$ cat src/rtl/telem_rcv.sv
// Telemetry receiver: 8N1 UART deserializer plus 8-byte packet framer (AA 55 BATT CURR TORQUE).
// Optional idle timeout on partial packets when TELEM_TIMEOUT_EN is defined.
module telem_rcv #(
  parameter int unsigned BAUD_DIV = 2604,
  parameter logic [7:0]  HDR0     = 8'hAA,
  parameter logic [7:0]  HDR1     = 8'h55
) (
  input  logic        clk,
  input  logic        rst_n,
  input  logic        RX,
  output logic [11:0] batt,
  output logic [11:0] curr,
  output logic [11:0] torque,
  output logic        vld,
  output logic        frm_err,
  output logic        pkt_err,
  output logic [15:0] pkt_cnt
);

  // Counter reloads are one less than the interval, since the action happens on count 0.
  localparam logic [11:0] BitLd  = 12'(BAUD_DIV - 1);
  localparam logic [11:0] HalfLd = 12'(BAUD_DIV / 2 - 1);

  typedef enum logic [1:0] {BitIdle, BitStart, BitData, BitStop} bit_st_e;
  typedef enum logic [1:0] {PktHunt0, PktHunt1, PktPayload} pkt_st_e;

  logic        rx_meta_q, rx_sync_q, rx_prev_q;
  bit_st_e     bit_st_q, bit_st_d;
  logic [11:0] baud_q, baud_d;
  logic [2:0]  bit_idx_q, bit_idx_d;
  logic [7:0]  shreg_q, shreg_d;
  logic        byte_rdy_q, byte_rdy_d;
  logic        frm_err_q, frm_err_d;

  pkt_st_e     pkt_st_q, pkt_st_d;
  logic [2:0]  idx_q, idx_d;
  logic [11:0] sh_batt_q, sh_batt_d;
  logic [11:0] sh_curr_q, sh_curr_d;
  logic [3:0]  sh_thi_q, sh_thi_d;
  logic [11:0] batt_q, batt_d, curr_q, curr_d, torque_q, torque_d;
  logic        vld_q, vld_d, pkt_err_q, pkt_err_d;
  logic [15:0] pkt_cnt_q, pkt_cnt_d;
  logic        to_hit;

  always_ff @(posedge clk or negedge rst_n) begin
    if (!rst_n) begin
      rx_meta_q <= 1'b1;
      rx_sync_q <= 1'b1;
      rx_prev_q <= 1'b1;
    end else begin
      rx_meta_q <= RX;
      rx_sync_q <= rx_meta_q;
      rx_prev_q <= rx_sync_q;
    end
  end

  always_comb begin
    bit_st_d   = bit_st_q;
    baud_d     = baud_q;
    bit_idx_d  = bit_idx_q;
    shreg_d    = shreg_q;
    byte_rdy_d = 1'b0;
    frm_err_d  = 1'b0;
    unique case (bit_st_q)
      BitIdle: begin
        if (rx_prev_q && !rx_sync_q) begin
          bit_st_d = BitStart;
          baud_d   = HalfLd;
        end
      end
      BitStart: begin
        if (baud_q == 12'd0) begin
          if (rx_sync_q) begin
            bit_st_d = BitIdle;
          end else begin
            bit_st_d  = BitData;
            baud_d    = BitLd;
            bit_idx_d = 3'd0;
          end
        end else begin
          baud_d = baud_q - 12'd1;
        end
      end
      BitData: begin
        if (baud_q == 12'd0) begin
          shreg_d   = {rx_sync_q, shreg_q[7:1]};
          baud_d    = BitLd;
          bit_idx_d = bit_idx_q + 3'd1;
          if (bit_idx_q == 3'd7) bit_st_d = BitStop;
        end else begin
          baud_d = baud_q - 12'd1;
        end
      end
      BitStop: begin
        if (baud_q == 12'd0) begin
          byte_rdy_d = rx_sync_q;
          frm_err_d  = !rx_sync_q;
          bit_st_d   = BitIdle;
        end else begin
          baud_d = baud_q - 12'd1;
        end
      end
      default: bit_st_d = BitIdle;
    endcase
  end

  always_ff @(posedge clk or negedge rst_n) begin
    if (!rst_n) begin
      bit_st_q   <= BitIdle;
      baud_q     <= 12'd0;
      bit_idx_q  <= 3'd0;
      shreg_q    <= 8'd0;
      byte_rdy_q <= 1'b0;
      frm_err_q  <= 1'b0;
    end else begin
      bit_st_q   <= bit_st_d;
      baud_q     <= baud_d;
      bit_idx_q  <= bit_idx_d;
      shreg_q    <= shreg_d;
      byte_rdy_q <= byte_rdy_d;
      frm_err_q  <= frm_err_d;
    end
  end

`ifdef TELEM_TIMEOUT_EN
  localparam logic [19:0] ToLimit = 20'(12 * BAUD_DIV);
  logic [19:0] to_cnt_q;

  assign to_hit = (pkt_st_q != PktHunt0) && (to_cnt_q == ToLimit);

  always_ff @(posedge clk or negedge rst_n) begin
    if (!rst_n) begin
      to_cnt_q <= 20'd0;
    end else if (pkt_st_q == PktHunt0 || byte_rdy_q || to_hit) begin
      to_cnt_q <= 20'd0;
    end else begin
      to_cnt_q <= to_cnt_q + 20'd1;
    end
  end
`else
  assign to_hit = 1'b0;
`endif

  // shreg_q still holds the completed byte in the cycle byte_rdy_q is high.
  always_comb begin
    pkt_st_d  = pkt_st_q;
    idx_d     = idx_q;
    sh_batt_d = sh_batt_q;
    sh_curr_d = sh_curr_q;
    sh_thi_d  = sh_thi_q;
    batt_d    = batt_q;
    curr_d    = curr_q;
    torque_d  = torque_q;
    vld_d     = 1'b0;
    pkt_err_d = 1'b0;
    pkt_cnt_d = pkt_cnt_q;
    if (frm_err_q) begin
      pkt_st_d = PktHunt0;
    end else if (to_hit) begin
      pkt_err_d = 1'b1;
      pkt_st_d  = PktHunt0;
    end else if (byte_rdy_q) begin
      unique case (pkt_st_q)
        PktHunt0: if (shreg_q == HDR0) pkt_st_d = PktHunt1;
        PktHunt1: begin
          if (shreg_q == HDR1) begin
            pkt_st_d = PktPayload;
            idx_d    = 3'd0;
          end else if (shreg_q != HDR0) begin
            pkt_st_d = PktHunt0;
          end
        end
        PktPayload: begin
          if (!idx_q[0] && shreg_q[7:4] != 4'd0) begin
            pkt_err_d = 1'b1;
            pkt_st_d  = PktHunt0;
          end else begin
            idx_d = idx_q + 3'd1;
            case (idx_q)
              3'd0: sh_batt_d[11:8] = shreg_q[3:0];
              3'd1: sh_batt_d[7:0]  = shreg_q;
              3'd2: sh_curr_d[11:8] = shreg_q[3:0];
              3'd3: sh_curr_d[7:0]  = shreg_q;
              3'd4: sh_thi_d        = shreg_q[3:0];
              default: begin
                batt_d    = sh_batt_q;
                curr_d    = sh_curr_q;
                torque_d  = {sh_thi_q, shreg_q};
                vld_d     = 1'b1;
                pkt_cnt_d = pkt_cnt_q + 16'd1;
                pkt_st_d  = PktHunt0;
              end
            endcase
          end
        end
        default: pkt_st_d = PktHunt0;
      endcase
    end
  end

  always_ff @(posedge clk or negedge rst_n) begin
    if (!rst_n) begin
      pkt_st_q  <= PktHunt0;
      idx_q     <= 3'd0;
      sh_batt_q <= 12'd0;
      sh_curr_q <= 12'd0;
      sh_thi_q  <= 4'd0;
      batt_q    <= 12'd0;
      curr_q    <= 12'd0;
      torque_q  <= 12'd0;
      vld_q     <= 1'b0;
      pkt_err_q <= 1'b0;
      pkt_cnt_q <= 16'd0;
    end else begin
      pkt_st_q  <= pkt_st_d;
      idx_q     <= idx_d;
      sh_batt_q <= sh_batt_d;
      sh_curr_q <= sh_curr_d;
      sh_thi_q  <= sh_thi_d;
      batt_q    <= batt_d;
      curr_q    <= curr_d;
      torque_q  <= torque_d;
      vld_q     <= vld_d;
      pkt_err_q <= pkt_err_d;
      pkt_cnt_q <= pkt_cnt_d;
    end
  end

  assign batt    = batt_q;
  assign curr    = curr_q;
  assign torque  = torque_q;
  assign vld     = vld_q;
  assign frm_err = frm_err_q;
  assign pkt_err = pkt_err_q;
  assign pkt_cnt = pkt_cnt_q;

endmodule

$ cat config.mk
export PLATFORM = sky130hd
export DESIGN_NAME = telem_rcv
export DESIGN_NICKNAME = d
export VERILOG_FILES = /design/src/rtl/telem_rcv.sv
export SDC_FILE = /design/constraint.sdc
export NUM_CORES = 1
export LEC_CHECK = 0
export BUFFER_PORTS_ARGS = -buffer_cell sky130_fd_sc_hd__buf_2
export CORE_MARGIN = 3
export CORE_UTILIZATION = 45
export DETAILED_ROUTE_END_ITERATION = 12
export PLACE_DENSITY = 0.67
export SLEW_MARGIN = 20
export SYNTH_ARGS = -nofsm -noshare
export SYNTH_HDL_FRONTEND = slang
export SYNTH_SLANG_ARGS = --single-unit
$ cat constraint.sdc
create_clock -name clk -period 3 [get_ports clk]
set_clock_uncertainty 0.2 [all_clocks]
set_input_delay 0.3 -clock clk [delete_from_list [all_inputs] [get_ports clk]]
set_output_delay 0.3 -clock clk [all_outputs]
set_load 0.1 [all_outputs]
==> impl_metrics.yaml <==
run_status:
  status: "complete, no violations"
logic_synthesis:
  yosysTopAreaCell: "dfrtp_1"
  ys_ff_latch: 117
  synth_edf_count: 0
  ys_warn_count: 0
  ys_seq_area_share_pct: 56.1
  ys_async_sr_fraction_pct: 100
  yosysTopAreaCellShare_pct: 54.6
  synth.distinct_cells: 58
  synth.area.top_cells: "dfrtp_1 55%, mux2_2 16%, ha_1 4.3%"
  syn_area_per_cell_um2: 12.9
  syn_area_mm2: 0.00523
  synth_ff_type: "dfrtp_1"
  netlist_instances: 406
  synth_nets: 427
drt:
  drt_wl_total_um: 10100
  num_vias: 3433
  drc: 0
  dr.first_iter.drc_count: 273
  drtAntennaViolNets: 0
  viasPerCell: 5.45
  wire_per_inst_um: 16.0
  first_pass_iters: 4
worst_hold_path:
  min-delay-start: "rx_meta_q"
  hp-class: "reg -> reg"
power:
  p_sw_mw: 1.35
  leakagePower_nw: 3.21
  pwr-share-comb_pct: 18.2
  swShare_pct: 28.4
  peakVddDrop_mv: 0.475
  internal-power_mw: 3.39
  pwr-share-clk_pct: 44.4
  seqPwrFrac_pct: 37.4
  total_power_mw: 4.74
  p_per_area_mw_per_mm2: 749
clock_network:
  cts.path.max_buffers: 2
  cts_tree: "yes"
  clk_latency_ns: 0.41
  clockRootBuffer: "clkbuf_16"
  cts_buffers: 17
  clock_sinks: 117
  htree_levels: 4
  cts.repair.resized: 0
  path_clk_slew_ns: 0.05
place:
  portBuffers: 57
  pre_cts_ws_ns: 0.355
  gp_congestion: 0.824
  hpwl_um: 6830
worst_setup_path:
  critical_path.max_fanout: 22
  startpoint_type: "flop"
  cp_num_buf_inv: 1
  startpoint: "idx_q[0]"
  r2r_start: "idx_q[0]"
  crit_required_ns: 3.09
  max_stage_delay_ns: 0.44
  cp.arrival_ns: 2.74
  crit_path_end_kind: "flop"
  crit_path_cell_trace: "ha_1, ha_1, or2_2, or2_2, nor2_4, buf_4, mux2_2"
  cp_top_family: "simple AND/OR/NAND/NOR gates"
  slowest_stage: "dfrtp_1"
  crit_type: "reg -> reg"
grt:
  antenna_found_initial: 0
  grt_pass1_wl_um: 17600
  grt_pass1_vias: 3539
  gr-total-overflow: 0
  grt_max_degree: 52
  track_usage_pct: 17.3
sta:
  setup_slack_ns: 0.351
  rsz0062_at_grt: "no"
  finalSetupTns_ns: 0
  fin_crit_ns: 2.65
  slew_headroom_pct: 47.3
  fmax_mhz: 377
  tightestPinTransition_ns: 0.785
  slew_violations: 0
  finalSetupViolations: 0
  hold_viol: 0
  finalCritPeriodShare_pct: 88.3
floorplanning:
  die_y_um: 114
  start_util_pct: 47.2
  die_w_um: 114
  coreArea_mm2: 0.0111
  fp.dieArea_mm2: 0.0129
  num_rows: 38
  num_io_pins: 58
job:
  max_cap_violations: 0
final_layout:
  antenna_cells: 0
  area_delta_synth_final_pct: 21.0
  nets: 498
  fillers: 903
  drive_gt1_share_pct: 38.4
[worst paths after layout]
kind	end	slack (ns)	depth (start not counted)
min reg2reg	rx_sync_q	0.16	0
max in group asynchronous	rx_prev_q	1.62	3
min in group asynchronous	curr[5]	0.18	2
max reg2reg	batt[0]	0.35	7
max	batt[0]	0.35	7
min	rx_sync_q	0.16	0
[sequential cells by signal, indices dropped and copies added (netlist names), named ones only]
signal      count
sh_batt_q      12
curr           12
pkt_cnt        16
shreg_q         8
rx_meta_q       1
torque         12
vld             1
rx_prev_q       1
idx_q           3
sh_thi_q        4
batt           12
sh_curr_q      12
frm_err         1
baud_q         12
pkt_st_q        2
bit_st_q        1
rx_sync_q       1
byte_rdy_q      1
pkt_err         1
bit_idx_q       3
[cells in the mapped netlist, drive strengths merged, types with 2 or more instances]
| cell | n |
|---|---|
| or2 | 4 |
| ha | 18 |
| nor2b | 2 |
| o31ai | 3 |
| a211oi | 2 |
| a22o | 3 |
| inv | 14 |
| o21a | 2 |
| xnor2 | 13 |
| nand2b | 2 |
| nor2 | 15 |
| dfrtp | 114 |
| or4 | 3 |
| o22a | 3 |
| a21oi | 9 |
| o2bb2ai | 2 |
| or3 | 4 |
| nor4bb | 2 |
| o21ai | 17 |
| a21boi | 2 |
| nand3 | 13 |
| nor4 | 6 |
| a21o | 3 |
| mux2 | 74 |
| and3 | 6 |
| clkbuf | 8 |
| nand4 | 4 |
| buf | 5 |
| a31oi | 4 |
| o31a | 2 |
| o211ai | 2 |
| nand2 | 19 |
| xor2 | 2 |
| dfstp | 3 |
| nor3 | 7 |
[per-layer routing]
layer	track usage, %	up-vias	part of all wire [%]
met5	0	-	0
li1	-	1610	-
met4	6.81	0	1.4
met2	26.6	70	48
met1	22.8	1736	46
met3	5.62	17	4.7
[power by group through the flow]
stage	logic [mW]	registers [mW]	clock network (mW)
6_report	0.862	1.77	2.10
5_1_grt	0.966	1.79	2.21
4_1_cts	0.861	1.77	2.14
3_5_place_dp	0.853	1.79	0
3_3_place_gp	0.828	1.79	0
2_1_floorplan	0.701	1.77	0
[layout make-up]
type | count | area, um2 | share of cell area [%]
clock buffer | 22 | 474 | 7.50
clock inverter | 10 | 144 | 2.27
inverter | 14 | 52.6 | 0.831
multi-input combinational | 262 | 2180 | 34.5
sequential | 117 | 2930 | 46.3
tap | 140 | 175 | 2.77
timing repair buffer | 65 | 365 | 5.78
[worst register-to-register path, stage by stage (launching register included)]
cell	delay (ns)
dfrtp_1	0.44
ha_1	0.23
ha_1	0.18
or2_2	0.28
or2_2	0.36
nor2_4	0.13
buf_4	0.30
mux2_2	0.40
[stage by stage]
step	hold WS [ns]	utilization, %	area, um2	instances
global route	0.163	57.1	6330	630
global placement	0.0865	51.3	5690	596
detailed placement	0.0854	51.3	5690	596
finish	0.155	57.1	6330	630
floorplan	-0.196	-	5230	406
CTS	0.156	57.1	6330	630
[layout by cell type (no fill, tap or decap), types with 4 or more instances in the layout]
| master | count |
|---|---|
| nand2_1 | 19 |
| a31oi_1 | 4 |
| or2_2 | 4 |
| buf_2 | 56 |
| xnor2_1 | 13 |
| ha_1 | 18 |
| and3_1 | 6 |
| o21ai_0 | 16 |
| mux2_2 | 74 |
| a21oi_1 | 8 |
| clkbuf_16 | 17 |
| nor3_1 | 7 |
| nor2_1 | 14 |
| nand4_1 | 4 |
| nand3_1 | 13 |
| buf_4 | 6 |
| dfrtp_1 | 114 |
| inv_1 | 14 |
[cell families (layout without fill, tap and decap cells)]
| kind of cell | count (synthesis) | after routing | synth area share (%) |
|---|---|---|---|
| adders and majority gates | 18 | 18 | 4.31 |
| AOI/OAI and AO/OA | 61 | 61 | 8.45 |
| xor gates and xnor gates | 15 | 15 | 2.51 |
| muxes | 75 | 75 | 16.1 |
| buffers and inverters | 27 | 111 | 2.27 |
| DFF | 117 | 117 | 56.1 |
| and+or+nand+nor | 93 | 93 | 10.2 |
[timing repair]
item | 4_1_cts | 5_1_grt
hold endpoints to repair | 35 | 0
hold buffers | 2 | 0
setup buffers | 0 | 0
Note: power is estimated with default switching activity, not from simulation.
